==> src/rtl/rete_lut_pkg.sv <==
// Shared types and constants for the programmable truth-table network.
// The RC_STATS_EN build macro is honoured by rete_combinatoria_lut, not here.
package rete_lut_pkg;

    typedef enum logic {
        RUN,
        CLEAR
    } state_e;

    // z=0 on x?011 and x11?0, 1 elsewhere
    localparam logic [15:0] RC_RESET_TABLE = 16'hA7F7;

    function automatic int lutDepth(input int nIn);
        return 2 ** nIn;
    endfunction

endpackage

==> src/rtl/lut_mem.sv <==
// Flop-based truth table: DEPTH x N_OUT words, async reset to a preset image,
// one synchronous write port and one combinational read port.
module lut_mem
    import rete_lut_pkg::*;
#(
    parameter int N_IN  = 4,
    parameter int N_OUT = 1,
    parameter logic [lutDepth(N_IN)*N_OUT-1:0] RESET_TABLE = '0
) (
    input  logic             clock,
    input  logic             reset,
    input  logic             we_i,
    input  logic [N_IN-1:0]  waddr_i,
    input  logic [N_OUT-1:0] wdata_i,
    input  logic [N_IN-1:0]  raddr_i,
    output logic [N_OUT-1:0] rdata_o
);

    localparam int DEPTH = lutDepth(N_IN);

    logic [N_OUT-1:0] mem_q [DEPTH];

    always_ff @(posedge clock or posedge reset) begin
        if (reset) begin
            for (int i = 0; i < DEPTH; i++) begin
                mem_q[i] <= RESET_TABLE[i*N_OUT +: N_OUT];
            end
        end else if (we_i) begin
            mem_q[waddr_i] <= wdata_i;
        end
    end

    // Reads see the pre-edge contents, so a same-cycle write is not forwarded.
    assign rdata_o = mem_q[raddr_i];

endmodule

==> src/rtl/rete_combinatoria_lut.sv <==
// Programmable registered truth-table stage with valid/ready handshake and bulk clear.
// Optional build macro RC_STATS_EN adds the ones_count port and its counter.
module rete_combinatoria_lut
    import rete_lut_pkg::*;
#(
    parameter int N_IN  = 4,
    parameter int N_OUT = 1,
    parameter logic [lutDepth(N_IN)*N_OUT-1:0] RESET_TABLE =
        (lutDepth(N_IN)*N_OUT)'(RC_RESET_TABLE)
) (
    input  logic             clock,
    input  logic             reset,
    input  logic             prog_we,
    input  logic [N_IN-1:0]  prog_addr,
    input  logic [N_OUT-1:0] prog_data,
    input  logic             prog_clr,
    output logic             busy,
    input  logic             in_valid,
    output logic             in_ready,
    input  logic [N_IN-1:0]  x,
    output logic             out_valid,
    input  logic             out_ready,
    output logic [N_OUT-1:0] z
`ifdef RC_STATS_EN
    ,
    output logic [15:0]      ones_count
`endif
);

    localparam int DEPTH = lutDepth(N_IN);
    localparam logic [N_IN-1:0] LAST_ENTRY = N_IN'(DEPTH - 1);

    state_e           state_q;
    logic [N_IN-1:0]  clrPtr_q;
    logic             busy_q;
    logic             outValid_q, outValid_d;
    logic [N_OUT-1:0] z_q, z_d;

    logic             inReady;
    logic             accept;
    logic             startClear;
    logic             memWe;
    logic [N_IN-1:0]  memWaddr;
    logic [N_OUT-1:0] memWdata;
    logic [N_OUT-1:0] memRdata;

    assign inReady    = (state_q == RUN) && (!outValid_q || out_ready);
    assign accept     = in_valid && inReady;
    assign startClear = (state_q == RUN) && prog_clr;

    // The sweep owns the write port while clearing; in RUN a clear request drops a same-cycle write.
    always_comb begin
        memWe    = 1'b0;
        memWaddr = prog_addr;
        memWdata = prog_data;
        if (state_q == CLEAR) begin
            memWe    = 1'b1;
            memWaddr = clrPtr_q;
            memWdata = '0;
        end else if (prog_we && !prog_clr) begin
            memWe    = 1'b1;
        end
    end

    lut_mem #(
        .N_IN       (N_IN),
        .N_OUT      (N_OUT),
        .RESET_TABLE(RESET_TABLE)
    ) u_lut_mem (
        .clock  (clock),
        .reset  (reset),
        .we_i   (memWe),
        .waddr_i(memWaddr),
        .wdata_i(memWdata),
        .raddr_i(x),
        .rdata_o(memRdata)
    );

    always_ff @(posedge clock or posedge reset) begin
        if (reset) begin
            state_q  <= RUN;
            clrPtr_q <= '0;
            busy_q   <= 1'b0;
        end else begin
            case (state_q)
                RUN: begin
                    if (prog_clr) begin
                        state_q  <= CLEAR;
                        clrPtr_q <= '0;
                        busy_q   <= 1'b1;
                    end
                end
                CLEAR: begin
                    clrPtr_q <= clrPtr_q + 1'b1;
                    if (clrPtr_q == LAST_ENTRY) begin
                        state_q <= RUN;
                        busy_q  <= 1'b0;
                    end
                end
                default: begin
                    state_q <= RUN;
                    busy_q  <= 1'b0;
                end
            endcase
        end
    end

    // Output register keeps z after a transfer so the consumer sees a stable last value.
    always_comb begin
        outValid_d = outValid_q;
        z_d        = z_q;
        if (accept) begin
            outValid_d = 1'b1;
            z_d        = memRdata;
        end else if (out_ready) begin
            outValid_d = 1'b0;
        end
    end

    always_ff @(posedge clock or posedge reset) begin
        if (reset) begin
            outValid_q <= 1'b0;
            z_q        <= '0;
        end else begin
            outValid_q <= outValid_d;
            z_q        <= z_d;
        end
    end

`ifdef RC_STATS_EN
    logic [15:0] onesCount_q, onesCount_d;

    always_comb begin
        onesCount_d = onesCount_q;
        if (startClear) begin
            onesCount_d = '0;
        end else if (accept && memRdata[0] && (onesCount_q != 16'hFFFF)) begin
            onesCount_d = onesCount_q + 16'd1;
        end
    end

    always_ff @(posedge clock or posedge reset) begin
        if (reset) begin
            onesCount_q <= '0;
        end else begin
            onesCount_q <= onesCount_d;
        end
    end

    assign ones_count = onesCount_q;
`else
    logic unusedStartClear;
    assign unusedStartClear = startClear;
`endif

    assign busy      = busy_q;
    assign in_ready  = inReady;
    assign out_valid = outValid_q;
    assign z         = z_q;

endmodule

==> config.mk <==
export PLATFORM = sky130hd
export DESIGN_NAME = rete_combinatoria_lut
export DESIGN_NICKNAME = d
export VERILOG_FILES = /design/src/rtl/rete_lut_pkg.sv /design/src/rtl/lut_mem.sv /design/src/rtl/rete_combinatoria_lut.sv
export SDC_FILE = /design/constraint.sdc
export NUM_CORES = 1
export LEC_CHECK = 0
export CORE_ASPECT_RATIO = 1.25
export CORE_MARGIN = 4
export CORE_UTILIZATION = 53
export DETAILED_ROUTE_END_ITERATION = 8
export GPL_ROUTABILITY_DRIVEN = 0
export PLACE_DENSITY = 0.89
export SKIP_LAST_GASP = 1
export SLEW_MARGIN = 0
export SYNTH_ARGS = -nofsm -noshare
export SYNTH_HDL_FRONTEND = slang
export SYNTH_SLANG_ARGS = --single-unit
==> constraint.sdc <==
create_clock -name clock -period 2.4 [get_ports clock]
set_clock_uncertainty 0.15 [all_clocks]
set_input_delay 0.24 -clock clock [delete_from_list [all_inputs] [get_ports clock]]
set_output_delay 0.24 -clock clock [all_outputs]
set_load 0.03 [all_outputs]
==> impl_metrics.py <==
metrics = {
    "run_status": {
        "status": "complete, no violations",
    },
    "placement": {
        "dpl-instance-area_sq_um": 1595,
        "io_buffers": 18,
        "dp_slack_ns": 0.1437,
        "hpwl_mm": 2.348,
    },
    "sta": {
        "min_period_ns": 2.289,
        "holdWs_ns": 0.08872,
        "drv_slew": 0,
        "setup_tns_ns": 0,
        "hold_violations": 0,
        "max_freq_ghz": 0.4368,
        "setup_slack_ns": 0.1107,
        "period_share_pct": 95.39,
        "relSlewSlack_pct": 35.23,
        "setup_viol_count_final": 0,
        "rsz0062_at_grt": "false",
        "worstMarginPinSlew_ns": 0.9696,
    },
    "logic_synthesis": {
        "synth_cells": 123,
        "synthesis.nets": 139,
        "ys_warn_count": 0,
        "seq_area_frac_synth_pct": 44.57,
        "synth_seq_cells": 24,
        "yosysUniqueCellTypes": 37,
        "syn_area_per_cell_sq_um": 11.23,
        "syn_area_sq_um": 1381,
    },
    "power_and_ir_drop": {
        "p_total_mw": 1.898,
        "vdd_drop_max_uv": 820.7,
        "pwr_density_cell_nw_per_um2": 1164,
        "p_leak_nw": 0.6858,
    },
    "routing": {
        "wl_met3_um": 107,
        "wl_met1_mm": 1.197,
        "routed.top_layer": "met4",
        "met2_length_mm": 1.631,
        "routed_via_density": 5.806,
        "first_pass_iters": 4,
        "drt_iter0_drc": 30,
        "wl_mm": 3.022,
        "drcViolationCount": 0,
        "ant_nets": 0,
        "dr_total_vias": 1016,
        "wl_per_cell_um": 17.27,
    },
    "clock_tree": {
        "cts_inserted_buffers": 3,
        "worstSkewPairLatency_ns": 0.32,
        "cts_tree": "done",
        "clock-sinks": 24,
        "clk_path_buf_depth": 2,
        "cts-root-buf": "clkbuf_4",
        "ctsHoldBuffers": 0,
        "htree_levels": 1,
        "clkTransAtPathRegs_ns": 0.14,
        "postCtsSetupRepairBufs": 0,
        "cts_resized": 0,
    },
    "hold_path": {
        "hold_class": "primary input to async pin",
    },
    "floorplan": {
        "initial_core_util_pct": 56.33,
        "num_rows": 20,
        "coreArea_sq_um": 2452,
        "ios": 19,
        "die_x_um": 53.66,
        "die-height_um": 65.08,
        "die_area_sq_um": 3492,
    },
    "final_layout": {
        "finalInstanceArea_sq_um": 1632,
        "antenna_cells": 0,
        "drive_gt1_share_pct": 29.58,
        "area_growth_pct": 18.12,
        "final_cell_mix": "18 x clkdlybuf4s50_1, 12 x dfrtp_1, 12 x dfstp_2",
        "fill_cells": 213,
        "final_common_cell": "clkdlybuf4s50_1",
        "final_nets": 159,
    },
    "setup_path": {
        "critical_path_required_ns": 2.01,
        "cp_max_fo": 9,
        "cp-startpoint": "state_q",
        "crit_end": "in_ready",
        "rr_startpoint": "state_q",
        "worstSetupPathType": "register to primary output",
        "reg2reg_setup_slack_ns": 0.37,
        "crit_arrival_ns": 1.90,
        "reg2reg_to": "u_lut_mem.mem_q[3]",
        "cp-end-kind": "primary output",
        "reg2reg_depth": 4,
        "critPathLaunchType": "register",
    },
    "grt": {
        "grt_overflow_total": 0,
        "grt_max_degree": 25,
        "grt_pass1_wl_mm": 5.106,
        "track_usage_pct": 20.19,
        "antenna_found_initial": 0,
        "grt_pass1_vias": 1107,
    },
    "run": {
        "cap_violations": 0,
    },
}
==> per-layer routing <==
metal  track usage [%]  up-vias
met5                 0        -
met2             35.30       34
met3             2.989       11
met4             9.265        0
met1             23.18      496
li1                  -      475
==> layout make-up <==
class	count	area, sq um	share of cell area (%)
well taps	33	41.29	2.531
multi-input cells	88	716.9	43.94
repair buffers	21	202.7	12.42
flip-flops and latches	24	615.6	37.73
clock buffers	4	36.28	2.224
inverters	5	18.77	1.150
==> synthesized netlist by cell type, drive strengths merged <==
cell | instances | share of area [%]
mux2 | 18 | 16
dfrtp | 12 | 22
dfstp | 12 | 23
nor2 | 11 | 3.0
nand2 | 9 | 2.4
a21oi | 6 | 2.7
nor2b | 6 | 2.7
clkbuf | 5 | 1.4
nand3 | 5 | 1.8
inv | 4 | 1.1
mux2i | 3 | 2.2
mux4 | 3 | 4.9
nand2b | 3 | 1.4
o21ai | 3 | 1.1
a22o | 2 | 1.3
a31oi | 2 | 0.91
and2 | 2 | 0.91
o211ai | 2 | 1.1
a22oi | 1 | 0.54
a31o | 1 | 0.63
a41oi | 1 | 0.63
and3 | 1 | 0.45
and4bb | 1 | 0.91
buf | 1 | 0.82
clkinv | 1 | 0.27
ha | 1 | 0.91
nand4 | 1 | 0.45
o22a | 1 | 0.63
o22ai | 1 | 0.45
o31ai | 1 | 1.5
or3 | 1 | 0.45
or4b | 1 | 1.0
xor2 | 1 | 0.63
==> state kept, by name, summed over array words and instances, names as in the netlist <==
name	count
z	1
out_valid	1
clrPtr_q	4
busy	1
state_q	1
u_lut_mem.mem_q	16
==> how the worst min path moves through the flow <==
stage,to,slack [ns],depth (start not counted)
floorplan,busy,0.1,1
global placement,u_lut_mem.mem_q[12],0.32,1
detailed placement,u_lut_mem.mem_q[12],0.33,1
CTS,state_q,0.1,3
global route,z,0.12,3
finish,z,0.09,3
==> critical path, stage by stage (launching register included) <==
cell and delay [ns]:
dfrtp_1 0.42, clkinv_1 0.30, and2_1 0.27, clkdlybuf4s50_1 0.60
==> kinds of logic (layout without fill, tap and decap cells) <==
logic type	Yosys count	after routing	synth area share (%)
AO/OA/AOI/OAI	21	21	11.50
XOR/XNOR	1	1	0.6342
AND/OR/NAND/NOR	41	41	15.49
buffers and inverters	11	30	3.532
multiplexers	24	24	23.37
adder cells (fa/ha/maj)	1	1	0.9057
flip-flops	24	24	44.57
==> metrics by stage <==
step | instances | utilization (%)
final | 175 | 66.53
after global routing | 175 | 66.53
after CTS | 175 | 66.53
after detailed placement | 171 | 65.05
after global placement | 171 | 65.05
after floorplan | 123 | -
==> power by group <==
| group | switching, mW | internal [mW] | leakage, nW | total (mW) |
|---|---|---|---|---|
| sequential | 0.154 | 0.619 | 0.276 | 0.773 |
| clock | 0.126 | 0.0928 | 0.0210 | 0.219 |
| combinational | 0.455 | 0.452 | 0.388 | 0.907 |
No activity file was read; power rests on OpenSTA's default activity.
